==> config.mk <==
export PLATFORM = sky130hd
export DESIGN_NAME = elbeth_dmem_interface_flat
export DESIGN_NICKNAME = d
export VERILOG_FILES = /design/src/rtl/elbeth_dmem_interface_if.sv /design/src/rtl/elbeth_dmem_interface.sv /design/src/flat_wrapper.sv
export SDC_FILE = /design/constraint.sdc
export NUM_CORES = 1
export LEC_CHECK = 0
export ABC_AREA = 1
export BUFFER_PORTS_ARGS = -buffer_cell sky130_fd_sc_hd__buf_4
export CAP_MARGIN = 0
export CORE_ASPECT_RATIO = 0.7
export CORE_MARGIN = 4
export CORE_UTILIZATION = 52
export DETAILED_ROUTE_END_ITERATION = 12
export GPL_ROUTABILITY_DRIVEN = 0
export PLACE_DENSITY = 0.95
export SLEW_MARGIN = 20
export SYNTH_ARGS = -nofsm -noshare
export SYNTH_HDL_FRONTEND = slang
export SYNTH_SLANG_ARGS = --single-unit
export TNS_END_PERCENT = 100
==> constraint.sdc <==
create_clock -name clk -period 10.5 [get_ports clk]
set_clock_uncertainty 0.2 [all_clocks]
set_input_delay 1.05 -clock clk [delete_from_list [all_inputs] [get_ports clk]]
set_output_delay 1.05 -clock clk [all_outputs]
set_load 0.02 [all_outputs]
==> src/rtl/elbeth_dmem_interface_if.sv <==
// Data-memory access bundle: EXS-stage request side and data-bus side.
// slave = access unit view, master = pipeline/bus-model view.
interface elbeth_dmem_if #(
    parameter int ADDR_WIDTH = 32
);
    logic                  exs_mem_en;
    logic                  exs_mem_rw;
    logic [1:0]            exs_mem_size;
    logic                  exs_mem_sign;
    logic [ADDR_WIDTH-1:0] exs_addr;
    logic [31:0]           exs_wdata;
    logic                  exs_stall;
    logic [31:0]           exs_rdata;
    logic                  exs_dmem_en;
    logic                  exs_dmem_ready;
    logic                  exs_exception;
    logic [ADDR_WIDTH-1:0] dmem_addr;
    logic [31:0]           dmem_wdata;
    logic [3:0]            dmem_wsel;
    logic                  dmem_we;
    logic                  dmem_en;
    logic [31:0]           dmem_rdata;
    logic                  dmem_ack;

    modport slave (
        input  exs_mem_en, exs_mem_rw, exs_mem_size, exs_mem_sign,
        input  exs_addr, exs_wdata, exs_stall,
        output exs_rdata, exs_dmem_en, exs_dmem_ready, exs_exception,
        output dmem_addr, dmem_wdata, dmem_wsel, dmem_we, dmem_en,
        input  dmem_rdata, dmem_ack
    );

    modport master (
        output exs_mem_en, exs_mem_rw, exs_mem_size, exs_mem_sign,
        output exs_addr, exs_wdata, exs_stall,
        input  exs_rdata, exs_dmem_en, exs_dmem_ready, exs_exception,
        input  dmem_addr, dmem_wdata, dmem_wsel, dmem_we, dmem_en,
        output dmem_rdata, dmem_ack
    );
endinterface

==> src/rtl/elbeth_dmem_interface.sv <==
// EXS-stage data-memory access unit: req/ack bus cycle, lane steering, load extend.
// Optional ELBETH_DMEM_MISALIGN_EXC_EN: trap misaligned accesses instead of truncating.
module elbeth_dmem_interface #(
    parameter int ADDR_WIDTH = 32
) (
    input logic          clk,
    input logic          rst,
    elbeth_dmem_if.slave bus
);
    typedef enum logic [1:0] {
        IDLE,
        BUSY,
        DONE
    } state_t;

    state_t      r_state;
    state_t      w_next;

    logic [1:0]  w_a;
    logic [1:0]  w_a_eff;
    logic        w_issue;
    logic        w_trap;
    logic [3:0]  w_wsel;
    logic [31:0] w_wdata;

    logic        r_rw;
    logic        r_sign;
    logic [1:0]  r_size;
    logic [1:0]  r_a;

    logic [7:0]  w_byte;
    logic [15:0] w_half;
    logic [31:0] w_ldata;

    assign w_a = bus.exs_addr[1:0];

    // Natural-alignment lane offset; misaligned offsets fold onto it.
    always_comb begin
        w_a_eff = w_a;
        unique case (bus.exs_mem_size)
            2'b00:   w_a_eff = w_a;
            2'b01:   w_a_eff = {w_a[1], 1'b0};
            default: w_a_eff = 2'b00;
        endcase
    end

`ifdef ELBETH_DMEM_MISALIGN_EXC_EN
    logic w_misalign;
    logic r_exc;

    always_comb begin
        w_misalign = 1'b0;
        unique case (bus.exs_mem_size)
            2'b00:   w_misalign = 1'b0;
            2'b01:   w_misalign = w_a[0];
            default: w_misalign = |w_a;
        endcase
    end

    assign w_trap  = (r_state == IDLE) & bus.exs_mem_en & w_misalign;
    assign w_issue = (r_state == IDLE) & bus.exs_mem_en & ~w_misalign;

    always_ff @(posedge clk or posedge rst) begin
        if (rst) r_exc <= 1'b0;
        else     r_exc <= (w_next == DONE) & (w_trap | r_exc);
    end

    assign bus.exs_exception = r_exc;
`else
    assign w_trap  = 1'b0;
    assign w_issue = (r_state == IDLE) & bus.exs_mem_en;

    assign bus.exs_exception = 1'b0;
`endif

    always_comb begin
        w_wsel  = 4'b1111;
        w_wdata = bus.exs_wdata;
        unique case (bus.exs_mem_size)
            2'b00: begin
                w_wsel  = 4'b0001 << w_a_eff;
                w_wdata = {4{bus.exs_wdata[7:0]}};
            end
            2'b01: begin
                w_wsel  = w_a_eff[1] ? 4'b1100 : 4'b0011;
                w_wdata = {2{bus.exs_wdata[15:0]}};
            end
            default: begin
                w_wsel  = 4'b1111;
                w_wdata = bus.exs_wdata;
            end
        endcase
        if (!bus.exs_mem_rw) w_wsel = 4'b1111;
    end

    always_ff @(posedge clk or posedge rst) begin
        if (rst) r_state <= IDLE;
        else     r_state <= w_next;
    end

    always_comb begin
        w_next = r_state;
        unique case (r_state)
            IDLE: begin
                if (w_issue)     w_next = BUSY;
                else if (w_trap) w_next = DONE;
            end
            BUSY:    if (bus.dmem_ack) w_next = DONE;
            DONE:    if (!bus.exs_stall) w_next = IDLE;
            default: w_next = IDLE;
        endcase
    end

    assign w_byte = bus.dmem_rdata[8*r_a +: 8];
    assign w_half = r_a[1] ? bus.dmem_rdata[31:16] : bus.dmem_rdata[15:0];

    always_comb begin
        w_ldata = bus.dmem_rdata;
        unique case (r_size)
            2'b00:   w_ldata = {{24{r_sign & w_byte[7]}}, w_byte};
            2'b01:   w_ldata = {{16{r_sign & w_half[15]}}, w_half};
            default: w_ldata = bus.dmem_rdata;
        endcase
    end

    always_ff @(posedge clk or posedge rst) begin
        if (rst) begin
            bus.dmem_addr  <= '0;
            bus.dmem_wdata <= '0;
            bus.dmem_wsel  <= '0;
            bus.dmem_we    <= 1'b0;
            bus.dmem_en    <= 1'b0;
            bus.exs_rdata  <= '0;
            r_rw           <= 1'b0;
            r_sign         <= 1'b0;
            r_size         <= 2'b00;
            r_a            <= 2'b00;
        end else if (w_issue) begin
            bus.dmem_addr  <= {bus.exs_addr[ADDR_WIDTH-1:2], 2'b00};
            bus.dmem_wdata <= w_wdata;
            bus.dmem_wsel  <= w_wsel;
            bus.dmem_we    <= bus.exs_mem_rw;
            bus.dmem_en    <= 1'b1;
            r_rw           <= bus.exs_mem_rw;
            r_sign         <= bus.exs_mem_sign;
            r_size         <= bus.exs_mem_size;
            r_a            <= w_a_eff;
        end else if ((r_state == BUSY) && bus.dmem_ack) begin
            bus.dmem_en <= 1'b0;
            bus.dmem_we <= 1'b0;
            if (!r_rw) bus.exs_rdata <= w_ldata;
        end
    end

    assign bus.exs_dmem_en    = ((r_state == IDLE) & bus.exs_mem_en)
                              | (r_state != IDLE);
    assign bus.exs_dmem_ready = (r_state == DONE);

endmodule

==> src/flat_wrapper.sv <==
// flat-port wrapper written by rule: the top's interface ports become plain ports
module elbeth_dmem_interface_flat 
#(
    parameter int ADDR_WIDTH = 32
)
  (clk, rst, bus_exs_mem_en, bus_exs_mem_rw, bus_exs_mem_size, bus_exs_mem_sign, bus_exs_addr, bus_exs_wdata, bus_exs_stall, bus_exs_rdata, bus_exs_dmem_en, bus_exs_dmem_ready, bus_exs_exception, bus_dmem_addr, bus_dmem_wdata, bus_dmem_wsel, bus_dmem_we, bus_dmem_en, bus_dmem_rdata, bus_dmem_ack);
  elbeth_dmem_if #(.ADDR_WIDTH(ADDR_WIDTH)) bus_i ();
  input logic clk;
  input logic rst;
  input wire logic [$bits(bus_i.exs_mem_en)-1:0] bus_exs_mem_en;
  input wire logic [$bits(bus_i.exs_mem_rw)-1:0] bus_exs_mem_rw;
  input wire logic [$bits(bus_i.exs_mem_size)-1:0] bus_exs_mem_size;
  input wire logic [$bits(bus_i.exs_mem_sign)-1:0] bus_exs_mem_sign;
  input wire logic [$bits(bus_i.exs_addr)-1:0] bus_exs_addr;
  input wire logic [$bits(bus_i.exs_wdata)-1:0] bus_exs_wdata;
  input wire logic [$bits(bus_i.exs_stall)-1:0] bus_exs_stall;
  output wire logic [$bits(bus_i.exs_rdata)-1:0] bus_exs_rdata;
  output wire logic [$bits(bus_i.exs_dmem_en)-1:0] bus_exs_dmem_en;
  output wire logic [$bits(bus_i.exs_dmem_ready)-1:0] bus_exs_dmem_ready;
  output wire logic [$bits(bus_i.exs_exception)-1:0] bus_exs_exception;
  output wire logic [$bits(bus_i.dmem_addr)-1:0] bus_dmem_addr;
  output wire logic [$bits(bus_i.dmem_wdata)-1:0] bus_dmem_wdata;
  output wire logic [$bits(bus_i.dmem_wsel)-1:0] bus_dmem_wsel;
  output wire logic [$bits(bus_i.dmem_we)-1:0] bus_dmem_we;
  output wire logic [$bits(bus_i.dmem_en)-1:0] bus_dmem_en;
  input wire logic [$bits(bus_i.dmem_rdata)-1:0] bus_dmem_rdata;
  input wire logic [$bits(bus_i.dmem_ack)-1:0] bus_dmem_ack;
  assign bus_i.exs_mem_en = bus_exs_mem_en;
  assign bus_i.exs_mem_rw = bus_exs_mem_rw;
  assign bus_i.exs_mem_size = bus_exs_mem_size;
  assign bus_i.exs_mem_sign = bus_exs_mem_sign;
  assign bus_i.exs_addr = bus_exs_addr;
  assign bus_i.exs_wdata = bus_exs_wdata;
  assign bus_i.exs_stall = bus_exs_stall;
  assign bus_exs_rdata = bus_i.exs_rdata;
  assign bus_exs_dmem_en = bus_i.exs_dmem_en;
  assign bus_exs_dmem_ready = bus_i.exs_dmem_ready;
  assign bus_exs_exception = bus_i.exs_exception;
  assign bus_dmem_addr = bus_i.dmem_addr;
  assign bus_dmem_wdata = bus_i.dmem_wdata;
  assign bus_dmem_wsel = bus_i.dmem_wsel;
  assign bus_dmem_we = bus_i.dmem_we;
  assign bus_dmem_en = bus_i.dmem_en;
  assign bus_i.dmem_rdata = bus_dmem_rdata;
  assign bus_i.dmem_ack = bus_dmem_ack;
  elbeth_dmem_interface #(.ADDR_WIDTH(ADDR_WIDTH)) u_core (.clk(clk), .rst(rst), .bus(bus_i));
endmodule
==> impl_summary.md <==
Clocking
The number of gates resized after CTS was 0. The CTS root buffer is clkbuf_16. The H-tree depth reported by CTS is 3.

The clock drives 108 sinks. The count of hold-fix buffers inserted at cts is 0. After clock tree synthesis, the clock-pin slew on the worst setup and hold paths is 0.07 ns. The worst-case clock buffer depth is 2. The source-to-sink clock delay at the later pin of the worst-skew pair is 0.33 ns. The number of setup buffers added after CTS is 0. The clock tree from TritonCTS is done. In this run, CTS created clock tree buffers numbering 9.

Floorplan
The die boundary height is 90.2 um. After floorplanning, the core was sized to cover just over 9000 um2. The top-level I/O count is 210.

In this run the core area contains 29 standard-cell rows. The initial standard-cell utilization of the core is between 50% and 60%. The full die area is 11300 um2. Measured along the x axis, the die boundary spans roughly 130 um.

STA
The pin slew with the least headroom to its limit is ~0.94 ns. The number of endpoints with negative hold slack in the final report is 0. The clock period could shrink to 2.91 ns. Setup violations remaining at the end of the flow were counted as 0. The achievable clock frequency is 344 MHz. After layout, the worst setup slack is 7.59 ns. Measured against its own limit, the worst slew margin works out to 37.5%. The number of max-slew violations in the final report came to 0. Setup repair after global routing left no endpoint under its margin.

The setup TNS after final layout is 0 ns. The final worst-path cycle share is 27.7%.

Power and ir drop
The net switching power is about 0.00096 W. In this run the static leakage power is ~3.6 nW. Across the VDD grid, the largest voltage drop is 0.193 mV.

The switching share of power is 43.7%. Cell internal power was estimated by the tool at 0.00124 W. Combinational logic burns 49.1% of the power. The share of total power dissipated in the clock network is 15.9%. Sequential cells account for 35.0% of the total power. The power density over the cells is 321 nW/um2.

GRT
Summed over all layers, the global routing overflow is 0. Entering global routing, the biggest net connects between 80 and 90 pins. The via count of the first global-routing pass is 4997. The overall routing resource usage is 26.5%. The number of antenna violations at the first check in global routing came to 0.

The global-route wire length before repair is 24.7 mm.

Hold path
The worst hold path was traced through 2 stages. The tightest min-delay check is of the reg2reg type. The critical hold path startpoint is u_core.bus.dmem_addr[18]. The path with the worst hold slack has its endpoint at u_core.bus.dmem_addr[18].

Critical path
The worst setup path is captured at a register. The depth of the most critical reg-to-reg path is 6. The endpoint of the worst-slack reg-to-reg timing path is u_core.bus.dmem_wdata[26].

The maximum fanout along the worst path is 86. The worst register-to-register path has a setup slack of 7.92 ns. At the worst endpoint, the arrival time is 2.86 ns. The path type of the worst setup path is in2reg. Data on the critical path is required at its endpoint by 10.45 ns. The worst register-to-register path begins at u_core.r_state[0]. The worst setup path startpoint is bus_exs_mem_en.

The critical path launch point type is an input pin.

Routing
The total wirelength of the detailed-routed design is 15.2 mm. The number of detailed-route iterations in the first pass is 5. The per-cell routed wire length is 16.3 um. The routed via count divided by cell count is 5.33. The final route contains 4975 vias. The number of DRC markers in iteration 0 is ~440.

The count of unresolved DRC violations after routing is 0. The residual antenna-violating net count after detailed routing is 0.

Run
The number of violations of the max-capacitance limit is 0.

Synth
Ranked by total cell area, the synthesized netlist is headed by dfrtp_1 (54%), nand2_1 (19%), a21oi_1 (6.3%). The cell count after synthesis came out at between 600 and 700. The biggest area contributor in the post-synthesis netlist is dfrtp_1. The total of flip-flops plus latches after synthesis is 108.

The number of synthesized flops with an enable pin is 0. The count of distinct cell types in the synthesized netlist is 29. The average footprint of a synthesized cell is 8.08 um2. The post-synthesis sequential area ratio is a little over half. The Yosys step of the flow raised 0 warnings. The mapped netlist covers roughly 5000 um2. For this run, the leading register cell type out of synthesis is dfrtp_1. The share of synthesized flip-flops with an asynchronous set or reset is between 90% and 100%.

The share of the synthesized area in the top cell type is 53.9%.

Finish
Cells with a size suffix above 1 make up 31.4% of the layout. The final net count is 909. The layout overhead on the synthesized area is 36.7%. 0 antenna diodes ended up in the layout. The layout has 675 filler cells.

Place
OpenSTA, run right after detailed placement, puts the worst setup slack at 7.31 ns. Detailed placement finished with a half-perimeter wire length of ~11 mm. The number of port buffers is approximately 210.

Run status
The flow ran to the end, and the final reports show no timing, DRC or antenna violations.
cell families after synthesis:
group | Yosys count | synth area share [%]
simple gates | 314 | 25.6
compound gates | 128 | 13.9
flops | 108 | 53.9
buf+inv | 70 | 6.56
other cells | 1 | 0.0747
synthesized netlist by cell type (4+ instances only):
master,n
o21ai_1,13
dfrtp_1,108
buf_1,4
nand2_1,248
a21oi_1,63
a21oi_2,10
buf_2,20
nand4_1,7
a41oi_1,4
nor2_1,39
clkbuf_1,7
o21ai_0,36
inv_2,6
buf_4,5
inv_1,24
nand3_1,10
placed cells by master, fill, tap and decap left out, drive strengths merged:
cell / instances
clkinv: 3
inv: 31
a21oi: 73
conb: 3
nand3: 12
dfrtp: 108
nor2: 43
nand2: 252
bufinv: 1
clkbuf: 13
buf: 208
o21ai: 49
nand4: 7
o22a: 1
o22ai: 1
a41oi: 4
cell type report:
cell class                 instances  area (um2)  share of cell area, %
sequential                       108        2700                   39.4
multi-input combinational        445        2000                   29.1
timing repair buffer             208        1560                   22.8
clock buffer                      13         270                   3.94
tap                              124         155                   2.26
inverter                          32         130                   1.90
clock inverter                     3        43.8                  0.638
through the flow:
| step | utilization (%) | total power (W) | instances | area, um2 | hold WS [ns] |
|---|---|---|---|---|---|
| after floorplan | - | 0.00140 | 623 | 5020 | 0.296 |
| after global placement | 71.0 | 0.00180 | 917 | 6550 | 0.261 |
| after detailed placement | 71.0 | 0.00185 | 917 | 6550 | 0.266 |
| after CTS | 74.4 | 0.00221 | 933 | 6860 | 0.285 |
| after global routing | 74.4 | 0.00234 | 933 | 6860 | 0.310 |
| final | 74.4 | 0.00220 | 933 | 6860 | 0.281 |
worst max-delay path, stage by stage:
cell and delay [ns]:
buf_4 0.12, nand2_2 0.06, buf_4 0.64, inv_2 0.61
nor2_1 0.26, a41oi_1 0.07
flip-flops by register name, summed over array words and instances, names as in the netlist, 2 cells and up:
signal / flops
u_core.r_state: 2
u_core.bus.exs_rdata: 32
u_core.bus.dmem_wdata: 32
u_core.bus.dmem_addr: 30
u_core.bus.dmem_wsel: 4
u_core.r_size: 2
u_core.r_a: 2
per-layer routing:
| layer | GRT usage, % | routed length, um |
|---|---|---|
| met1 | 34.4 | 6180 |
| met2 | 44.2 | 7470 |
| met5 | 0 | 0 |
| met3 | 7.11 | 1260 |
| met4 | 7.22 | 319 |
power groups by stage:
stage	registers (W)	logic, W	clock network (W)
floorplan	0.000950	0.000451	0
global placement	0.000760	0.00104	0
detailed placement	0.000770	0.00108	0
CTS	0.000767	0.00109	0.000356
global route	0.000797	0.00117	0.000375
finish	0.000771	0.00108	0.000351
worst max-delay path by stage:
stage / slack [ns] / cells after the start / endpoint
final: 7.59 / 6 / u_core.bus.dmem_wdata[26]
after floorplan: 6.40 / 1 / u_core.bus.dmem_addr[10]
after global routing: 7.45 / 6 / u_core.bus.dmem_wdata[31]
after global placement: 7.44 / 6 / u_core.bus.dmem_wdata[31]
after CTS: 7.68 / 6 / u_core.bus.dmem_wdata[25]
after detailed placement: 7.31 / 6 / u_core.bus.dmem_wdata[25]
Power figures use the tool's default switching activity.
